--- config.mk ---
export PLATFORM = sky130hd
export DESIGN_NAME = digit_serial_adder_flat
export DESIGN_NICKNAME = d
export VERILOG_FILES = /design/src/rtl/digit_serial_adder_if.sv /design/src/rtl/digit_serial_adder.sv /design/src/flat_wrapper.sv
export SDC_FILE = /design/constraint.sdc
export NUM_CORES = 1
export LEC_CHECK = 0
export CORE_ASPECT_RATIO = 1.75
export CORE_MARGIN = 5
export CORE_UTILIZATION = 45
export CTS_CLUSTER_SIZE = 40
export DETAILED_ROUTE_END_ITERATION = 16
export PLACE_DENSITY = 0.71
export SKIP_CTS_REPAIR_TIMING = 1
export SLEW_MARGIN = 0
export SYNTH_ARGS = -nofsm -noshare
export SYNTH_HDL_FRONTEND = slang
export SYNTH_SLANG_ARGS = --single-unit
--- constraint.sdc ---
create_clock -name clk -period 2.9 [get_ports clk]
set_clock_uncertainty 0.15 [all_clocks]
set_input_delay 0.58 -clock clk [delete_from_list [all_inputs] [get_ports clk]]
set_output_delay 0.58 -clock clk [all_outputs]
set_load 0.02 [all_outputs]
--- src/rtl/digit_serial_adder_if.sv ---
// Operand/result bundle for the digit-serial adder: load request, operands,
// mode, and the registered result with its status flags.
interface digit_serial_adder_if #(
  parameter int unsigned WIDTH = 8
);
  logic             load;
  logic [WIDTH-1:0] a;
  logic [WIDTH-1:0] b;
  logic             cin;
  logic             sub;
  logic             busy;
  logic             done;
  logic [WIDTH:0]   q;
  logic             ovf;

  modport master (
    output load, a, b, cin, sub,
    input  busy, done, q, ovf
  );

  modport slave (
    input  load, a, b, cin, sub,
    output busy, done, q, ovf
  );
endinterface

--- src/rtl/digit_serial_adder.sv ---
// Multi-cycle adder/subtractor: WIDTH-bit operands are summed DIGIT bits per
// clock, LSB digit first, with the full result and flags presented on done.
module digit_serial_adder #(
  parameter int unsigned WIDTH = 8,
  parameter int unsigned DIGIT = 2
) (
  input logic                clk,
  input logic                rst_n,
  digit_serial_adder_if.slave bus
);
  localparam int unsigned N       = WIDTH / DIGIT;
  localparam int unsigned CNT_W   = (N > 1) ? $clog2(N) : 1;
  localparam int unsigned SLICE_W = DIGIT + 1;

  typedef enum logic {IDLE, RUN} state_t;

  state_t             state, state_next;
  logic [WIDTH-1:0]   a_sh, a_next;
  logic [WIDTH-1:0]   b_sh, b_next;
  logic [WIDTH-1:0]   acc, acc_next;
  logic               carry, carry_next;
  logic [CNT_W-1:0]   cnt, cnt_next;
  logic               busy_r, busy_next;
  logic               done_r, done_next;
  logic [WIDTH:0]     q_r, q_next;
  logic               ovf_r, ovf_next;

  // One DIGIT-bit ripple slice on the low digit of the shifted operands
  logic [DIGIT-1:0]   a_dig, b_dig, sum_dig;
  logic [SLICE_W-1:0] slice;
  logic               c_out, c_msb;
  logic [WIDTH-1:0]   acc_shift;

  always_comb begin
    a_dig     = a_sh[DIGIT-1:0];
    b_dig     = b_sh[DIGIT-1:0];
    slice     = {1'b0, a_dig} + {1'b0, b_dig} + SLICE_W'(carry);
    sum_dig   = slice[DIGIT-1:0];
    c_out     = slice[DIGIT];
    // carry into the slice MSB recovered from that bit's sum and operands
    c_msb     = sum_dig[DIGIT-1] ^ a_dig[DIGIT-1] ^ b_dig[DIGIT-1];
    acc_shift = (acc >> DIGIT) | (WIDTH'(sum_dig) << (WIDTH - DIGIT));
  end

  // Next-state and register-input logic
  always_comb begin
    state_next = state;
    a_next     = a_sh;
    b_next     = b_sh;
    acc_next   = acc;
    carry_next = carry;
    cnt_next   = cnt;
    done_next  = 1'b0;
    q_next     = q_r;
    ovf_next   = ovf_r;

    case (state)
      IDLE: begin
        if (bus.load) begin
          a_next     = bus.a;
          b_next     = bus.sub ? ~bus.b : bus.b;
          carry_next = bus.sub ? ~bus.cin : bus.cin;
          acc_next   = '0;
          cnt_next   = '0;
          state_next = RUN;
        end
      end
      RUN: begin
        a_next     = a_sh >> DIGIT;
        b_next     = b_sh >> DIGIT;
        acc_next   = acc_shift;
        carry_next = c_out;
        cnt_next   = cnt + CNT_W'(1);
        if (cnt == CNT_W'(N - 1)) begin
          q_next     = {c_out, acc_shift};
          ovf_next   = c_msb ^ c_out;
          done_next  = 1'b1;
          state_next = IDLE;
        end
      end
      default: state_next = IDLE;
    endcase

    busy_next = (state_next == RUN);
  end

  always_ff @(posedge clk or negedge rst_n) begin
    if (!rst_n) begin
      state  <= IDLE;
      a_sh   <= '0;
      b_sh   <= '0;
      acc    <= '0;
      carry  <= 1'b0;
      cnt    <= '0;
      busy_r <= 1'b0;
      done_r <= 1'b0;
      q_r    <= '0;
      ovf_r  <= 1'b0;
    end else begin
      state  <= state_next;
      a_sh   <= a_next;
      b_sh   <= b_next;
      acc    <= acc_next;
      carry  <= carry_next;
      cnt    <= cnt_next;
      busy_r <= busy_next;
      done_r <= done_next;
      q_r    <= q_next;
      ovf_r  <= ovf_next;
    end
  end

  assign bus.busy = busy_r;
  assign bus.done = done_r;
  assign bus.q    = q_r;
  assign bus.ovf  = ovf_r;
endmodule
--- src/flat_wrapper.sv ---
// flat-port wrapper written by rule: the top's interface ports become plain ports
module digit_serial_adder_flat 
#(
  parameter int unsigned WIDTH = 8,
  parameter int unsigned DIGIT = 2
)
  (clk, rst_n, bus_load, bus_a, bus_b, bus_cin, bus_sub, bus_busy, bus_done, bus_q, bus_ovf);
  digit_serial_adder_if #(.WIDTH(WIDTH)) bus_i ();
  input logic clk;
  input logic rst_n;
  input wire logic [$bits(bus_i.load)-1:0] bus_load;
  input wire logic [$bits(bus_i.a)-1:0] bus_a;
  input wire logic [$bits(bus_i.b)-1:0] bus_b;
  input wire logic [$bits(bus_i.cin)-1:0] bus_cin;
  input wire logic [$bits(bus_i.sub)-1:0] bus_sub;
  output wire logic [$bits(bus_i.busy)-1:0] bus_busy;
  output wire logic [$bits(bus_i.done)-1:0] bus_done;
  output wire logic [$bits(bus_i.q)-1:0] bus_q;
  output wire logic [$bits(bus_i.ovf)-1:0] bus_ovf;
  assign bus_i.load = bus_load;
  assign bus_i.a = bus_a;
  assign bus_i.b = bus_b;
  assign bus_i.cin = bus_cin;
  assign bus_i.sub = bus_sub;
  assign bus_busy = bus_i.busy;
  assign bus_done = bus_i.done;
  assign bus_q = bus_i.q;
  assign bus_ovf = bus_i.ovf;
  digit_serial_adder #(.WIDTH(WIDTH), .DIGIT(DIGIT)) u_core (.clk(clk), .rst_n(rst_n), .bus(bus_i));
endmodule
==> impl_metrics.csv <==
group,metric,value,unit
synth,syn-num-nets,156,
synth,syn_avg_cell_area,12.6,µm²
grt,grt_use_total,12.3,%
power,seqPwrFrac,38.9,%
critical_path,crit_slowest_cell,"fa_1",
critical_path,r2r_cells,5,
power,p_comb_share,37.0,%
sta,max_freq,482,MHz
layout,layout_common_cells,"dfrtp_1, clkdlybuf4s50_1, nand2_1, o21ai_0, mux2i_1",
clocking,clk_pin_slew,0.08,ns
clocking,numCtsBuffers,5,
sta,worstMarginPinSlew,0.805,ns
power,p_leak,0.998,nW
sta,hold-worst-slack,0.233,ns
synth,async_flop_share,100,%
critical_path,reg2reg_to,"u_core.bus.ovf",
sta,rsz0062_at_grt,"no",
clocking,h-tree-depth,2,
power,totalPowerFinal,2.16,mW
run_status,outcome,"finished, final reports clean",
grt,grt_pass1_vias,1138,
floorplanning,dieHeight,90.5,µm
sta,setup_violations,0,
layout,area_growth_syn_to_layout,28.0,%
critical_path,critPathLaunch,"u_core.carry",
route,drt-initial-drc-count,18,
layout,fin_cells,212,
power,power_switching,0.666,mW
critical_path,end_kind,"register",
sta,fin_tns_setup,0,ns
place,dp_hpwl,2100,µm
floorplanning,initial_utilization,46.4,%
grt,antenna_found_initial,0,
clocking,clock_path_buffers,2,
critical_path,crit_required,2.90,ns
synth,syn_inst,132,
synth,synth_seq_cells,37,
floorplanning,core-area,0.00359,mm²
layout,n_fill_cell,303,
route,avgRoutedWirePerCell,13.5,µm
grt,grt_pass1_wl,5020,µm
layout,fin_nets,189,
floorplanning,die_area,0.00507,mm²
sta,final_max_slew_viol_count,0,
floorplanning,rows,29,
synth,synth_cell_types,20,
floorplanning,io_pins,33,
sta,maxSlewHeadroom,46.3,%
critical_path,path_cells,"fa_1, fa_1, xnor2_1, xnor2_1, o21ai_0",
synth,yosysWarnings,0,
floorplanning,chipWidth,56.0,µm
layout,drive_above_1_share,13.3,%
worst_hold_path,worst_hold_path_type,"in2async",
grt,grt_max_degree,42,
place,place.gp.congestion,0.723,
critical_path,cp-endpoint,"u_core.bus.ovf",
grt,gr-total-overflow,0,
critical_path,worstPathMaxFanout,3,
sta,finalHoldViolCount,0,
sta,post-route-min-period,2.08,ns
power,p_per_area,1010,mW/mm²
power,switching_share,30.8,%
critical_path,path_class,"reg2reg",
clocking,clock_sinks,37,
route,dr.pass1.iters,2,
critical_path,r2r-start,"u_core.carry",
place,io_buffers,32,
clocking,cts-root-buf,"clkbuf_8",
route,routed_wl,2870,µm
route,num_vias,1079,
clocking,tritoncts,"done",
route,drc_errors,0,
critical_path,cp_slowest_stage_delay,0.51,ns
place,dp.cells,204,
power,power_frac_clock,24.1,%
critical_path,rrSetupSlack,0.82,ns
run,maxCapViolCount,0,
synth,synth_edf_count,0,
sta,min_period_over_period,71.6,%
synth,synthesis.area,0.00167,mm²
critical_path,worstPathArrival,2.08,ns
synth,synth_seq_area_share,55.6,%
synth,ys.flop_type,"dfrtp_1",
layout,final_common_cell,"dfrtp_1",
route,vias_per_cell,5.09,
power,p_int,1.50,mW
power,ir_worst_vdd,0.000645,V
route,ant_nets,0,
layout,insertedDiodeCount,0,
critical_path,worstSetupStartpointType,"register",
clocking,worstSkewPairLatency,0.28,ns
==> metal layers <==
layer  global-route usage, %  up-vias  wire [µm]
met4                    4.95        0         46
met2                    20.7       30       1520
met1                    13.5      523       1130
met5                       0        -          0
li1                        -      518          -
met3                    4.72        8        174
==> metrics by stage <==
stage / setup slack, ns / util (%) / instance area, µm²
after global placement: 0.889 / 55.6 / 2000
after detailed placement: 0.775 / 55.6 / 2000
after global routing: 0.742 / 59.4 / 2130
after floorplan: 0.949 / - / 1670
final: 0.823 / 59.4 / 2130
after CTS: 0.825 / 59.4 / 2130
==> registers in the layout (all words and copies together), names as in the netlist <==
| signal | flops |
|---|---|
| u_core.cnt | 2 |
| u_core.a_sh | 8 |
| u_core.bus.ovf | 1 |
| u_core.state | 1 |
| u_core.bus.q | 9 |
| u_core.bus.done | 1 |
| u_core.b_sh | 8 |
| u_core.acc | 6 |
| u_core.carry | 1 |
==> worst min path at each step <==
| stage | startpoint | endpoint | slack [ns] | cells after the start |
|---|---|---|---|---|
| 2_1_floorplan | rst_n | u_core.a_sh[0] | 0.13 | 0 |
| 3_3_place_gp | u_core.b_sh[3] | u_core.b_sh[1] | 0.31 | 2 |
| 3_5_place_dp | u_core.bus.ovf | u_core.bus.ovf | 0.32 | 2 |
| 4_1_cts | rst_n | u_core.acc[5] | 0.26 | 1 |
| 5_1_grt | rst_n | u_core.b_sh[7] | 0.31 | 1 |
| 6_report | rst_n | u_core.acc[5] | 0.23 | 1 |
==> layout make-up <==
cell class / count / area (µm²) / area share (%)
clock inverters: 3 / 65.1 / 3.05
inverters: 1 / 3.75 / 0.176
flip-flops and latches: 37 / 926 / 43.4
repair buffers: 34 / 330 / 15.5
well taps: 46 / 57.6 / 2.70
clock buffers: 5 / 68.8 / 3.23
multi-input cells: 86 / 681 / 31.9
==> cell families after synthesis <==
kind of cell / synth area share [%]
buffers and inverters: 3.53
and+or+nand+nor: 5.48
AOI/OAI and AO/OA: 8.56
adders and majority gates: 3.16
muxes: 17.4
xor gates and xnor gates: 6.31
DFF: 55.6
==> synth_stat cells, types with 3 or more instances <==
library cell / count / area share, %
mux2i_1: 15 / 9.0
buf_4: 4 / 1.8
o21ai_0: 15 / 4.5
mux2_4: 7 / 6.3
dfrtp_1: 37 / 56
mux2_2: 3 / 2.0
nor2_1: 6 / 1.4
nand2_1: 15 / 3.4
xor2_1: 7 / 3.7
a22o_1: 6 / 3.2
xnor2_1: 5 / 2.6
==> power groups by stage <==
stage	combinational (mW)	sequential, mW	clock [mW]
after global placement	0.786	0.845	0
after CTS	0.813	0.845	0.535
after floorplan	0.493	0.914	0
after detailed placement	0.812	0.856	0
final	0.800	0.841	0.520
after global routing	0.872	0.871	0.557
==> critical path: cells and delay by family, from the launching register on <==
family / cells / cell delay [ns]
AOI/OAI and AO/OA: 1 / 0.08
xor gates and xnor gates: 2 / 0.35
DFF: 1 / 0.40
adders and majority gates: 2 / 0.97
Note: power is estimated with default switching activity, not from simulation.
